<file path="src/rtl/wide_add_pkg.sv">
`default_nettype none
// ============================================================================
// Module  : wide_add_pkg
// Brief   : Shared state encoding and byte-lane width for the wide adder.
// Revision: 1.0 - initial release
// ============================================================================
package wide_add_pkg;

    localparam int BYTE_W = 8;

    typedef enum logic [1:0] {
        IDLE = 2'd0,
        RUN  = 2'd1,
        DONE = 2'd2
    } state_t;

endpackage
`default_nettype wire

</file>
<file path="src/rtl/carryskipadd.sv">
`default_nettype none
// ============================================================================
// Module  : carryskipadd
// Brief   : 8-bit carry-skip adder built from two 4-bit ripple groups.
// Revision: 1.0 - initial release
// ============================================================================
module carryskipadd
    import wide_add_pkg::*;
(
    output logic [BYTE_W-1:0] sum,
    output logic              carry_out,
    input  logic [BYTE_W-1:0] in1,
    input  logic [BYTE_W-1:0] in2,
    input  logic              carry_in
);

    localparam int GRP_W = 4;

    logic [BYTE_W-1:0] w_p;
    logic [BYTE_W-1:0] w_g;
    logic [BYTE_W:0]   w_c;

    assign w_p = in1 ^ in2;
    assign w_g = in1 & in2;

    // A fully propagating group forwards its incoming carry directly.
    always_comb begin : p_carry
        logic [BYTE_W:0] c;
        c    = '0;
        c[0] = carry_in;
        for (int i = 0; i < BYTE_W; i++) begin
            c[i+1] = w_g[i] | (w_p[i] & c[i]);
            if ((i % GRP_W) == (GRP_W - 1)) begin
                if (&w_p[(i / GRP_W) * GRP_W +: GRP_W]) begin
                    c[i+1] = c[(i / GRP_W) * GRP_W];
                end
            end
        end
        w_c = c;
    end

    assign sum       = w_p ^ w_c[BYTE_W-1:0];
    assign carry_out = w_c[BYTE_W];

endmodule
`default_nettype wire

</file>
<file path="src/rtl/wide_add_scheduler.sv">
`default_nettype none
// ============================================================================
// Module  : wide_add_scheduler
// Brief   : Two-requester round-robin front end for a byte-serial wide adder.
//           Define WIDE_ADD_SUB_EN to add per-requester subtract inputs.
// Revision: 1.0 - initial release
// ============================================================================
module wide_add_scheduler
    import wide_add_pkg::*;
#(
    parameter int NBYTES = 4,
    parameter int W      = 8 * NBYTES
) (
    input  logic         clk,
    input  logic         rst,
    input  logic [1:0]   req_valid,
    output logic [1:0]   req_ready,
    input  logic [W-1:0] req_a0,
    input  logic [W-1:0] req_b0,
    input  logic         req_cin0,
    input  logic [W-1:0] req_a1,
    input  logic [W-1:0] req_b1,
    input  logic         req_cin1,
`ifdef WIDE_ADD_SUB_EN
    input  logic         req_sub0,
    input  logic         req_sub1,
`endif
    output logic         res_valid,
    input  logic         res_ready,
    output logic [W-1:0] res_sum,
    output logic         res_cout,
    output logic         res_id,
    output logic         busy
);

    localparam int              IDX_W    = $clog2(NBYTES);
    localparam logic [IDX_W-1:0] LAST_IDX = IDX_W'(NBYTES - 1);

    state_t            state_q, state_d;
    logic [W-1:0]      a_q, a_d;
    logic [W-1:0]      b_q, b_d;
    logic [W-1:0]      sum_q, sum_d;
    logic              carry_q, carry_d;
    logic [IDX_W-1:0]  idx_q, idx_d;
    logic              id_q, id_d;
    logic              prio_q, prio_d;

    logic [1:0]        w_sub;
    logic              w_grant_valid;
    logic              w_grant_id;
    logic [W-1:0]      w_a_sel;
    logic [W-1:0]      w_b_sel;
    logic              w_cin_sel;
    logic              w_sub_sel;
    logic [BYTE_W-1:0] w_a_byte;
    logic [BYTE_W-1:0] w_b_byte;
    logic [BYTE_W-1:0] w_byte_sum;
    logic              w_byte_cout;

`ifdef WIDE_ADD_SUB_EN
    assign w_sub = {req_sub1, req_sub0};
`else
    assign w_sub = 2'b00;
`endif

    always_comb begin
        w_grant_valid = 1'b0;
        w_grant_id    = prio_q;
        if (req_valid[prio_q]) begin
            w_grant_valid = 1'b1;
            w_grant_id    = prio_q;
        end else if (req_valid[~prio_q]) begin
            w_grant_valid = 1'b1;
            w_grant_id    = ~prio_q;
        end
    end

    assign w_a_sel   = w_grant_id ? req_a1   : req_a0;
    assign w_b_sel   = w_grant_id ? req_b1   : req_b0;
    assign w_cin_sel = w_grant_id ? req_cin1 : req_cin0;
    assign w_sub_sel = w_sub[w_grant_id];

    assign w_a_byte = a_q[idx_q * BYTE_W +: BYTE_W];
    assign w_b_byte = b_q[idx_q * BYTE_W +: BYTE_W];

    carryskipadd u_adder (
        .sum       (w_byte_sum),
        .carry_out (w_byte_cout),
        .in1       (w_a_byte),
        .in2       (w_b_byte),
        .carry_in  (carry_q)
    );

    always_comb begin
        state_d   = state_q;
        a_d       = a_q;
        b_d       = b_q;
        sum_d     = sum_q;
        carry_d   = carry_q;
        idx_d     = idx_q;
        id_d      = id_q;
        prio_d    = prio_q;
        req_ready = 2'b00;
        case (state_q)
            IDLE: begin
                if (w_grant_valid) begin
                    req_ready[w_grant_id] = 1'b1;
                    state_d = RUN;
                    id_d    = w_grant_id;
                    prio_d  = ~w_grant_id;
                    idx_d   = '0;
                    a_d     = w_a_sel;
                    // Subtract is A + ~B + 1; the final carry then reads as "no borrow".
                    b_d     = w_sub_sel ? ~w_b_sel : w_b_sel;
                    carry_d = w_sub_sel ? 1'b1 : w_cin_sel;
                end
            end
            RUN: begin
                sum_d[idx_q * BYTE_W +: BYTE_W] = w_byte_sum;
                carry_d = w_byte_cout;
                idx_d   = idx_q + 1'b1;
                if (idx_q == LAST_IDX) begin
                    idx_d   = '0;
                    state_d = DONE;
                end
            end
            DONE: begin
                if (res_ready) begin
                    state_d = IDLE;
                end
            end
            default: state_d = IDLE;
        endcase
    end

    always_ff @(posedge clk) begin
        if (rst) begin
            state_q <= IDLE;
            a_q     <= '0;
            b_q     <= '0;
            sum_q   <= '0;
            carry_q <= 1'b0;
            idx_q   <= '0;
            id_q    <= 1'b0;
            prio_q  <= 1'b0;
        end else begin
            state_q <= state_d;
            a_q     <= a_d;
            b_q     <= b_d;
            sum_q   <= sum_d;
            carry_q <= carry_d;
            idx_q   <= idx_d;
            id_q    <= id_d;
            prio_q  <= prio_d;
        end
    end

    assign res_valid = (state_q == DONE);
    assign busy      = (state_q != IDLE);
    assign res_sum   = sum_q;
    assign res_cout  = carry_q;
    assign res_id    = id_q;

endmodule
`default_nettype wire

</file>
<file path="config.mk">
export PLATFORM = sky130hd
export DESIGN_NAME = wide_add_scheduler
export DESIGN_NICKNAME = d
export VERILOG_FILES = /design/src/rtl/wide_add_pkg.sv /design/src/rtl/carryskipadd.sv /design/src/rtl/wide_add_scheduler.sv
export SDC_FILE = /design/constraint.sdc
export NUM_CORES = 1
export LEC_CHECK = 0
export ABC_AREA = 1
export BUFFER_PORTS_ARGS = -buffer_cell sky130_fd_sc_hd__buf_4
export CAP_MARGIN = 20
export CORE_UTILIZATION = 28
export CTS_BUF_LIST = sky130_fd_sc_hd__clkbuf_16
export DETAILED_ROUTE_END_ITERATION = 7
export PLACE_DENSITY = 0.56
export SLEW_MARGIN = 20
export SYNTH_ARGS = -nofsm -noshare
export SYNTH_HDL_FRONTEND = slang
export SYNTH_SLANG_ARGS = --single-unit
export TNS_END_PERCENT = 100
</file>
<file path="constraint.sdc">
create_clock -name clk -period 13.78 [get_ports clk]
set_clock_uncertainty 0.15 [all_clocks]
set_input_delay 2.067 -clock clk [delete_from_list [all_inputs] [get_ports clk]]
set_output_delay 2.067 -clock clk [all_outputs]
set_load 0.02 [all_outputs]
</file>
[Yosys cells after proc, flatten, opt, wreduce, memory -nomap -nowiden]
Cells that the tools add are included.
Storage, ports and cells
  output and inout port bits: 38
  input bits: 135
  register bits after elaboration: 103
  logic and storage cells: 85
Cells by class
  reductions and logical operators: 9
  mux-type cells: 30
  eq/ne operators: 6
  shift-type cells: 4
  $add $sub $neg: 2
  order comparisons: 4
  bitwise logic cells: 22
Operators by type and width (count)
  2-to-1 mux 32 bit: 3
  indexed part select 32 x 6 -> 8 bit: 2
  negator 5 -> 34 bit: 1
  variable shift 8 x 34 -> 32 bit (first input constant): 1
  indexed part select 8 x 34 -> 32 bit: 1
  bitwise mux 32 bit: 1
  inverter 32 bit: 1
  bitwise XOR 8 bit: 2
  2-to-1 mux 1 bit: 15
  2-to-1 mux 2 bit: 7
  bitwise AND 1 bit: 8
  bitwise AND 8 bit: 1
  bitwise OR 1 bit: 8
  AND reduction 4 bit: 2
  less-than comparator 1 x 2 -> 1 bit (second input constant): 3
  case mux 2 bit (3 select lines): 1
  equality test 2 bit (second input constant): 2
  inequality test 2 bit (second input constant): 2
  case mux 2 bit (2 select lines): 1
  AND reduction 2 bit: 2
  nonzero test 2 bit: 2
  AND reduction 3 bit: 1
  adder 2 x 1 -> 2 bit (second input constant): 1
  equality test 2 x 1 -> 1 bit (second input constant): 1
  7 further kinds: 8

[Logic depth before layout (Yosys ltp)]
Gate-level depths: netlist (run 1).
  depth in word-level cells: 21
  gate-level depth with buffers: 24
  gate-level depth less buffers: 22

[Hierarchy]
From an unflattened synthesis (run 1), not the netlist that was laid out.
Second synthesis, totals
  cell total of the unflattened synthesis: 879
  area total of the unflattened synthesis: 5781.8 um^2
By module, submodules not included
  wide_add_scheduler: area an instance 5432.7 um^2, sequential area each 2062.0 um^2, cells each 842, instances 1
  carryskipadd: area an instance 349.1 um^2, sequential area each 0.0 um^2, cells each 37, instances 1

[Worst setup path before layout (run 1)]
OpenSTA, ideal clock, no wires.
  kind: register to register
  start: register idx_q[1]
  end: register sum_q[15], in the netlist res_sum[15]
  stages on the path, launching flop included: 23
  path slack: 8610 ps
  clock period less this slack: 5170 ps
  arrival: 4892 ps
  path buffers: 2
  path through: dfxtp_1 > inv_1 > clkbuf_1 > buf_1 > o21ai_0 > o22ai_1 > fa_1 > inv_1 > fa_1 > fa_1 > fa_1 > inv_1 > o21ai_0 > and2_1 > fa_1 > fa_1 > fa_1 > inv_1 > fa_1 > nand2_1 > nor2_1 > a22oi_1 > nor2_1
Between the ends
  word-level cells in the longest chain between the ends: 20
  elaborated cells between the ends (all ways): 25
  those cells by class: add/sub: 1; shift: 4; mux: 2; bitwise: 17; reduce/logical: 1
RTL lines
  from (decl): line wide_add_scheduler.sv:44  | logic [IDX_W-1:0] idx_q, idx_d;
  from (signal assigned): line wide_add_scheduler.sv:152  | idx_q <= idx_d;
  indexed part select 32 x 6 -> 8 bit (on tied branches): line wide_add_scheduler.sv:83, wide_add_scheduler.sv:84
  bitwise XOR 8 bit: line carryskipadd.sv:23  | assign w_p = in1 ^ in2;
  bitwise AND 1 bit: line carryskipadd.sv:32  | c[i+1] = w_g[i] | (w_p[i] & c[i]);
  bitwise OR 1 bit: line carryskipadd.sv:32
  bitwise AND 1 bit: line carryskipadd.sv:32
  bitwise OR 1 bit: line carryskipadd.sv:32
  bitwise AND 1 bit: line carryskipadd.sv:32
  bitwise OR 1 bit: line carryskipadd.sv:32
  (+4 left out)
  bitwise OR 1 bit: line carryskipadd.sv:32
  bitwise AND 1 bit: line carryskipadd.sv:32
  bitwise OR 1 bit: line carryskipadd.sv:32
  bitwise AND 1 bit: line carryskipadd.sv:32
  bitwise OR 1 bit: line carryskipadd.sv:32
  bitwise XOR 8 bit: line carryskipadd.sv:42  | assign sum = w_p ^ w_c[BYTE_W-1:0];
  indexed part select 8 x 34 -> 32 bit: line wide_add_scheduler.sv:119  | sum_d[idx_q * BYTE_W +: BYTE_W] = w_byte_sum;
  bitwise mux 32 bit *: line wide_add_scheduler.sv:119
  to (signal assigned): line wide_add_scheduler.sv:150  | sum_q <= sum_d;
  to (decl): line wide_add_scheduler.sv:42  | logic [W-1:0] sum_q, sum_d;
Mark *: on every way between the ends. The rest lies on a longest branch, timed or not.
A chain may end at the register's enable or synchronous reset.

[Final worst setup path (run 1)]
Ends and elaborated chain as after synthesis.

==> results of run 1 <==
==> per-layer routing <==
metal | track usage, % | routed length (um) | vias to the layer above
met2 | 26.54 | 7037 | 153
li1 | - | - | 2653
met1 | 24.42 | 7655 | 2334
met3 | 3.852 | 911 | 21
met4 | 5.495 | 265 | 0
met5 | 0 | 0 | -
==> power by group through the flow <==
| stage | combinational (mW) | sequential [mW] | clock (mW) |
|---|---|---|---|
| detailed placement | 0.246 | 0.357 | 0 |
| floorplan | 0.153 | 0.353 | 0 |
| global placement | 0.242 | 0.357 | 0 |
| finish | 0.244 | 0.350 | 0.229 |
| global route | 0.275 | 0.354 | 0.248 |
| CTS | 0.247 | 0.351 | 0.235 |
==> final cells by class <==
| type | instances | area [um2] | share of cell area (%) |
|---|---|---|---|
| multi-input cells | 520 | 2624 | 38.56 |
| repair buffers | 177 | 1349 | 19.82 |
| flip-flops and latches | 103 | 2062 | 30.31 |
| clock inverters | 7 | 32.53 | 0.4781 |
| clock buffers | 9 | 225.2 | 3.310 |
| inverters | 60 | 225.2 | 3.310 |
| well taps | 229 | 286.5 | 4.211 |
==> worst max path at each step <==
stage / slack [ns] / depth (start not counted) / to / startpoint
6_report: 8.15 / 20 / res_sum[15] / idx_q[1]
5_1_grt: 7.73 / 20 / res_sum[15] / idx_q[1]
4_1_cts: 8.15 / 20 / res_sum[15] / idx_q[1]
3_5_place_dp: 8.17 / 20 / res_sum[15] / idx_q[1]
3_3_place_gp: 8.25 / 7 / req_ready[1] / req_valid[1]
2_1_floorplan: 8.61 / 22 / res_sum[15] / idx_q[1]
==> cells by family (layout without fill, tap and decap cells) <==
kind of cell	after synthesis	after routing	share of synthesized area, %
adder cells (fa/ha/maj)	22	22	6.557
AO/OA/AOI/OAI	136	136	16.52
flip-flops	103	103	40.32
buffers and inverters	106	253	8.588
AND/OR/NAND/NOR	362	362	28.02
==> synthesized netlist by cell type <==
library cell  number
o22ai_1            4
a32oi_1           12
nand4_1            1
and2_1             1
dfxtp_1          103
nor2_1            43
buf_2             12
nand2_2            1
or2_4              1
a21oi_1           29
inv_1             57
buf_1              1
o21ai_0           20
ha_1              14
nand2_1          278
inv_2              1
o21a_1             1
nor3_1             8
buf_6              1
nor2_2             1
buf_4              5
a211oi_1           5
nor3_2             1
nor2_4             1
clkinv_1           2
or3_1              2
a31oi_1           51
a22oi_1           14
clkbuf_1          27
fa_1               8
nand3_1           24
==> sequential cells by signal, summed over array words and instances, names as in the netlist <==
signal / cells
b_q: 32
idx_q: 2
a_q: 32
res_cout: 1
prio_q: 1
state_q: 2
res_id: 1
res_sum: 32
==> placed cells by master (no fill, tap or decap), types with 2 or more instances in the layout <==
cell type	Yosys	final
nor2_1	43	43
or3_1	2	2
a32oi_1	12	12
inv_1	57	59
a31oi_1	51	51
nand2_1	278	278
clkinv_1	2	4
clkbuf_16	0	9
fa_1	8	8
ha_1	14	14
a21oi_1	29	29
o21ai_0	20	20
a22oi_1	14	14
clkinv_2	0	2
nor2_4	1	2
o22ai_1	4	4
dfxtp_1	103	103
nand3_1	24	24
a211oi_1	5	5
buf_4	5	176
nor3_1	8	8
==> critical path, cell delays in order (launching register included) <==
cell and delay (ns):
dfxtp_1 0.41, inv_1 0.67, o21ai_0 0.21, o22ai_1 0.29, fa_1 0.22, inv_1 0.05, fa_1 0.37, fa_1 0.38
fa_1 0.37, inv_1 0.06, o21ai_0 0.09, and2_1 0.16, fa_1 0.40, fa_1 0.40, fa_1 0.38, inv_1 0.08
fa_1 0.44, nand2_1 0.10, nor2_1 0.06, a22oi_1 0.15, nor2_1 0.05
==> metrics by stage <==
step | instances | hold slack [ns] | area, um2
global route | 1105 | 0.3282 | 6804
detailed placement | 1089 | 0.2997 | 6546
floorplan | 729 | 0.3125 | 5114
global placement | 1088 | 0.2973 | 6519
finish | 1105 | 0.3085 | 6804
CTS | 1105 | 0.3128 | 6804
==> flow_summary.json, run 1 <==
{
  "power_leakage_nw": 3.051,
  "die_h_um": 137.1,
  "syn-num-nets": 886,
  "max_freq_mhz": 177.7,
  "drc": 0,
  "synth_top_area_share_pct": 40.32,
  "io_pins": 173,
  "grt_overflow": 0,
  "grt_pass1_vias": 4899,
  "worst-setup-path-type": "flip-flop to flip-flop",
  "via_count": 5161,
  "finalSetupTns_ns": 0,
  "yosysSeqAreaShare_pct": 40.32,
  "timing.rr.end": "res_sum[15]",
  "viasPerCell": 4.671,
  "min-delay-start": "res_sum[19]",
  "gp_congestion": 0.8048,
  "ys_ff_latch": 103,
  "synth_top_area_cell": "dfxtp_1",
  "timing.final.ws_setup_ns": 8.153,
  "cts-buffers-inserted": 9,
  "layout-drive-gt1-share_pct": 22.26,
  "power_mw": 0.8225,
  "clock-root-buffer": "clkbuf_16",
  "setup_violations": 0,
  "cp.arrival_ns": 5.69,
  "hold_viol_final": 0,
  "swShare_pct": 34.08,
  "hold_buffers": 0,
  "areaGrowthSynthToFinish_pct": 33.06,
  "syn_area_um2": 5114,
  "hold-path-cell-count": 2,
  "powerDensity_nw_per_um2": 120.9,
  "cp_max_fo": 31,
  "diodes": 0,
  "yosys-top-cells-area": "dfxtp_1, nand2_1, a31oi_1",
  "cts_buffer_depth": 2,
  "slew_violations": 0,
  "p_clk_share_pct": 27.8,
  "fp.dieW_um": 137.1,
  "cp.required_ns": 13.84,
  "netlist_instances": 729,
  "internal_power_mw": 0.5422,
  "insertion_delay_ns": 0.35,
  "pre_cts_slack_ns": 8.170,
  "post_cts_buffers": 0,
  "portBuffers": 172,
  "cts_resized": 0,
  "fin_crit_ns": 5.627,
  "layout.nets": 1028,
  "nFillCells": 1963,
  "postLayoutCoreUtil_pct": 38.01,
  "post-route-period-util_pct": 40.83,
  "avgSynthCellArea_um2": 7.015,
  "drt.antenna.violating_nets": 0,
  "pwr-share-seq_pct": 42.6,
  "grt_pass1_wl_um": 25160,
  "grt_max_degree": 78,
  "cts_tree": "done",
  "antenna_found_initial": 0,
  "post_drt_wl_per_cell_um": 14.36,
  "dpl.hpwl_um": 11870,
  "vdd_ir_drop_max_v": 0.00006488,
  "drt-initial-drc-count": 399,
  "run_status": "finished, final reports clean",
  "htree_levels": 3,
  "r2r_cells": 20,
  "synth_warnings": 0,
  "drt_wl_total_um": 15870,
  "p_sw_mw": 0.2803,
  "grtUsageTotal_pct": 17.49,
  "clock_sinks": 103,
  "core.rowCount": 49,
  "die_area_um2": 18810,
  "start_kind": "flip-flop",
  "r2r_start": "idx_q[1]",
  "first_pass_iters": 7,
  "drv_cap": 0,
  "cp-end-kind": "flip-flop",
  "coreArea_um2": 17900,
  "power.share.combinational_pct": 29.6,
  "initial_core_util_pct": 28.56,
  "slew_headroom_pct": 41.48,
  "grt_setup_unrepaired": "false",
  "hold_class": "flip-flop to flip-flop",
  "worst_slew_pin_slew_ns": 0.8724,
  "rrSetupSlack_ns": 8.15,
  "ys_types": 31,
  "holdPathEnd": "res_sum[19]",
  "clk_pin_slew_ns": 0.07
}
Power figures use the tool's default switching activity.
==> run 2: changes to the inputs <==
ABC_AREA = 0   (was 1)
PLACE_DENSITY = 0.58   (was 0.56)
clock period = 5.16 ns   (was 13.78 ns; I/O delays follow)
==> flow_summary.json, run 2 <==
{
  "run_status": "complete, but fails checks",
  "violations": "design-rule violations",
  "hold_class": "flip-flop to flip-flop",
  "drt.antenna.violating_nets": 0,
  "cp.arrival_ns": 4.83,
  "cp_slowest_cell": "dfxtp_2",
  "cp-end-kind": "flip-flop",
  "avgSynthCellArea_um2": 10.39,
  "final_common_cell": "buf_4",
  "cp_max_fo": 13,
  "critPathTopFamily": "adder cells",
  "drc": 17,
  "grt_overflow": 0,
  "r2r_start": "idx_q[0]",
  "power_leakage_nw": 2.692,
  "synth_top_area_cell": "dfxtp_1",
  "worst_slew_pin_slew_ns": 1.057,
  "dpl.hpwl_um": 10720,
  "timing.rr.end": "res_sum[15]",
  "die_area_um2": 16880,
  "grtUsageTotal_pct": 17.57,
  "initial_core_util_pct": 28.75,
  "core.rowCount": 46,
  "r2r_cells": 15,
  "diodes": 0,
  "ys_types": 32,
  "via_count": 4241,
  "cp_num_buf_inv": 2,
  "syn-num-nets": 598,
  "synth-simple-area-share_pct": 13.02,
  "slew_violations": 0,
  "path_cells": "mux4_2 -> fa_1 -> inv_1 -> fa_1 -> fa_1 -> fa_1 -> nand2_1 -> o21ai_0 -> fa_1 -> fa_1 -> fa_1 -> inv_1 -> fa_1 -> a22oi_1 -> nor2_1",
  "synth_xor_xnor_area_share_pct": 0,
  "min-delay-start": "b_q[16]",
  "yosys-top-cells-area": "dfxtp_1, a222oi_1, nor2_1",
  "areaGrowthSynthToFinish_pct": 39.23,
  "async_reset_ff_share_pct": 0,
  "yosysSeqAreaShare_pct": 44.99,
  "coreArea_um2": 15940,
  "worst-setup-path-type": "flip-flop to flip-flop",
  "clk_pin_slew_ns": 0.07,
  "yosysMostFrequentCell": "nor2_1",
  "design_area_um2": 6381,
  "viasPerCell": 5.197,
  "muxShareOfSynthArea_pct": 8.108,
  "io_pins": 173,
  "insertion_delay_ns": 0.36,
  "finalSetupTns_ns": 0,
  "hold_viol_final": 0,
  "fp.dieW_um": 129.9,
  "hold-path-cell-count": 2,
  "post_drt_wl_per_cell_um": 17.89,
  "clock-root-buffer": "clkbuf_16",
  "place_area_um2": 6065,
  "layout_common_cells": "buf_4, nor2_1, dfxtp_1",
  "layout-drive-gt1-share_pct": 37.00,
  "synthFlopType": "dfxtp_1",
  "hold_buffers": 0,
  "drt_wl_total_um": 14600,
  "netlist_instances": 441,
  "htree_levels": 3,
  "grt_pass1_wl_um": 22220,
  "post-route-period-util_pct": 92.74,
  "cts-buffers-inserted": 9,
  "cts_resized": 0,
  "die_h_um": 129.9,
  "setup_violations": 0,
  "synth_edf_count": 0,
  "clock_sinks": 103,
  "slew_headroom_pct": 29.52,
  "max_freq_mhz": 209.0,
  "cts_buffer_depth": 2,
  "powerDensity_nw_per_um2": 302.1,
  "drt-initial-drc-count": 484,
  "vdd_ir_drop_max_v": 0.0001874,
  "drv_cap": 0,
  "synthTopCellsByCount": "nor2_1, dfxtp_1, a222oi_1",
  "power_mw": 1.928,
  "syn_area_um2": 4583,
  "synth_warnings": 0,
  "gp_congestion": 0.8276,
  "synth_compound_area_share_pct": 20.72,
  "cts_tree": "done",
  "grt_setup_unrepaired": "false",
  "grt_pass1_vias": 4063,
  "max_stage_delay_ns": 0.59,
  "synth-adder-area-share_pct": 7.535,
  "antenna_found_initial": 0,
  "synth_top_area_share_pct": 44.99,
  "post_cts_buffers": 0,
  "crit_path_frequent_cell": "fa_1",
  "grt_max_degree": 104,
  "fin_crit_ns": 4.785,
  "nFillCells": 1586,
  "synth_top_family_by_area": "compound AO/OA/AOI/OAI gates",
  "layout.nets": 752,
  "holdPathEnd": "b_q[16]",
  "portBuffers": 172,
  "ys_ff_latch": 103,
  "rrSetupSlack_ns": 0.37,
  "first_pass_iters": 8,
  "start_kind": "flip-flop",
  "whs_ns": 0.3495,
  "cp.required_ns": 5.21
}
[run 2: cells by family (layout without fill, tap and decap cells)]
kind of cell | after synthesis | count (layout)
buffers and inverters | 63 | 222
AND/OR/NAND/NOR | 128 | 128
flip-flops | 103 | 103
AO/OA/AOI/OAI | 107 | 107
multiplexers | 17 | 17
adder cells (fa/ha/maj) | 23 | 23
[run 2: metal layers]
metal  up-vias  share of wire, %  global-route usage, %  routed length, um
met2       179                46                  27.65               6786
met4         0               2.0                  6.977                295
met3        19               7.7                  4.633               1123
li1       2002                 -                      -                  -
met5         -                 0                      0                  0
met1      2041                44                  22.93               6396
[run 2: area by class of cell]
type | count | area (um2) | share of cell area [%]
Multi-Input combinational cell | 275 | 2290 | 35.88
Sequential cell | 103 | 2063 | 32.33
Timing Repair Buffer | 180 | 1371 | 21.49
Tap cell | 216 | 270.3 | 4.235
Clock buffer | 9 | 225.2 | 3.529
Inverter | 26 | 97.59 | 1.529
Clock inverter | 7 | 63.81 | 1.000
[run 2: worst max-delay path by stage]
| stage | startpoint | end | slack, ns | depth (start not counted) |
|---|---|---|---|---|
| after floorplan | idx_q[1] | res_sum[23] | 0.43 | 17 |
| after global placement | idx_q[0] | res_sum[7] | 0.52 | 15 |
| after detailed placement | idx_q[0] | res_sum[15] | 0.37 | 15 |
| after CTS | idx_q[0] | res_sum[15] | 0.35 | 15 |
| after global routing | idx_q[0] | res_sum[15] | 0.13 | 15 |
| final | idx_q[0] | res_sum[15] | 0.37 | 15 |
[run 2: tightest hold or removal path, cell delays in order (launching register included)]
cell      delay, ns
dfxtp_1        0.32
a222oi_1       0.06
nor2_1         0.08
[run 2: power breakdown]
group	switching (mW)	internal (mW)
logic	0.189	0.180
registers	0.0370	0.841
clock network	0.308	0.373
total	0.534	1.39
[run 2: metrics by stage]
stage	std cells	util, %	setup WS [ns]
2_1_floorplan	441	-	0.4290
3_3_place_gp	799	38.04	0.5216
3_5_place_dp	799	38.04	0.3703
4_1_cts	815	39.85	0.3546
5_1_grt	816	40.03	0.1326
6_report	816	40.03	0.3748
==> run 3: changes to the inputs <==
CELL_PAD_IN_SITES_DETAIL_PLACEMENT = 1   (was unset)
CELL_PAD_IN_SITES_GLOBAL_PLACEMENT = 2   (was unset)
CORE_UTILIZATION = 26   (was 28)
PLACE_DENSITY = 0.81   (was 0.58)
==> flow_summary.json, run 3 (synthesis gave the netlist of run 2 again) <==
{
  "pre_cts_slack_ns": 0.3093,
  "grt_max_degree": 104,
  "worst-setup-path-type": "flip-flop to flip-flop",
  "gp_congestion": 0.8152,
  "grt_util_met3_pct": 4.730,
  "viasPerCell": 5.253,
  "clk_pin_slew_ns": 0.07,
  "cp-end-kind": "flip-flop",
  "postLayoutCoreUtil_pct": 37.04,
  "drt-initial-drc-count": 451,
  "layout_common_cells": "buf_4, nor2_1, dfxtp_1",
  "core.rowCount": 48,
  "fin_cells": 823,
  "busiest_layer": "met2",
  "grt_setup_unrepaired": "false",
  "vdd_ir_drop_max_v": 0.0001739,
  "slew_violations": 0,
  "final_common_cell": "buf_4",
  "worst_slew_pin_slew_ns": 1.098,
  "fin_crit_ns": 4.833,
  "use_met1_pct": 21.81,
  "hold_class": "flip-flop to flip-flop",
  "use_met2_pct": 28.72,
  "post-route-period-util_pct": 93.66,
  "setup_violations": 0,
  "timing.final.ws_setup_ns": 0.3270,
  "hold_viol_final": 0,
  "grt_pass1_vias": 4419,
  "design_area_um2": 6385,
  "drt_wl_total_um": 15690,
  "via_count": 4323,
  "cts_tree": "done",
  "die_h_um": 134.8,
  "grtUsageTotal_pct": 17.29,
  "cts-buffers-inserted": 9,
  "first_pass_iters": 8,
  "post_drt_wl_per_cell_um": 19.06,
  "areaGrowthSynthToFinish_pct": 39.31,
  "io_pins": 173,
  "place_inst": 807,
  "initial_core_util_pct": 26.59,
  "htree_levels": 3,
  "powerDensity_nw_per_um2": 301.8,
  "cts_resized": 0,
  "insertion_delay_ns": 0.35,
  "power_leakage_nw": 2.684,
  "coreArea_um2": 17240,
  "hold_buffers": 0,
  "diodes": 0,
  "finalSetupTns_ns": 0,
  "cp.arrival_ns": 4.88,
  "drv_cap": 0,
  "drc": 0,
  "cp.required_ns": 5.21,
  "grt_overflow": 0,
  "layout.nets": 751,
  "max_freq_mhz": 206.9,
  "cp_max_fo": 13,
  "antenna_found_initial": 0,
  "cts_buffer_depth": 2,
  "drt.antenna.violating_nets": 0,
  "die_area_um2": 18160,
  "clock_sinks": 103,
  "grt_pass1_wl_um": 24030,
  "portBuffers": 172,
  "layout-drive-gt1-share_pct": 37.12,
  "clock-root-buffer": "clkbuf_16",
  "post_cts_buffers": 0,
  "place_area_um2": 6068,
  "run_status": "finished, final reports clean",
  "slew_headroom_pct": 26.82,
  "fp.dieW_um": 134.8,
  "dpl.hpwl_um": 11640,
  "rrSetupSlack_ns": 0.33,
  "start_kind": "flip-flop"
}
run 3: changes by cell type in the layout (fill, tap and decap cells not counted), sizes merged:
| cell | change |
|---|---|
| inv | -1 |
| clkinv | -1 |
| clkinvlp | +1 |
| buf | -1 |
run 3: path summary, 6_finish.rpt:
kind         depth (start not counted)      from          end
max reg2reg                         15  idx_q[0]  res_sum[31]
max                                 15  idx_q[0]  res_sum[31]
min reg2reg                          2   b_q[17]      b_q[17]
min                                  2   b_q[17]      b_q[17]
run 3: power breakdown:
group	internal [mW]	total [mW]	switching [mW]
Combinational	0.179	0.372	0.193
Sequential	0.841	0.879	0.0383
Clock	0.372	0.675	0.303
Total	1.39	1.93	0.534
run 3: through the flow:
step	hold slack, ns	power, mW
final	0.3594	1.927
after global routing	0.3894	2.018
after CTS	0.3609	1.950
after detailed placement	0.3442	1.269
after global placement	0.3277	1.259
after floorplan	0.3087	1.095
run 3: critical path, stage by stage (launching register included):
cell	delay [ns]
dfxtp_2	0.60
mux4_2	0.36
fa_1	0.19
inv_1	0.05
fa_1	0.37
fa_1	0.38
fa_1	0.38
nand2_1	0.06
o21ai_0	0.13
fa_1	0.42
fa_1	0.40
fa_1	0.38
inv_1	0.08
fa_1	0.47
a22oi_1	0.19
nor2_1	0.06
run 3: cell type report:
cell class                 count  area (um2)
multi-input combinational    275        2290
tap                          225       281.5
fill                        1951       10850
timing repair buffer         179        1364
clock inverter                 6       63.81
clock buffer                   9       225.2
inverter                      26       97.59
sequential                   103        2063
run 3: layer usage:
| metal | up-vias | part of all wire (%) | wire length (um) |
|---|---|---|---|
| met5 | - | 0 | 0 |
| met1 | 2153 | 43 | 6776 |
| li1 | 1996 | - | - |
| met3 | 19 | 6.8 | 1066 |
| met4 | 0 | 1.5 | 237 |
| met2 | 155 | 49 | 7609 |
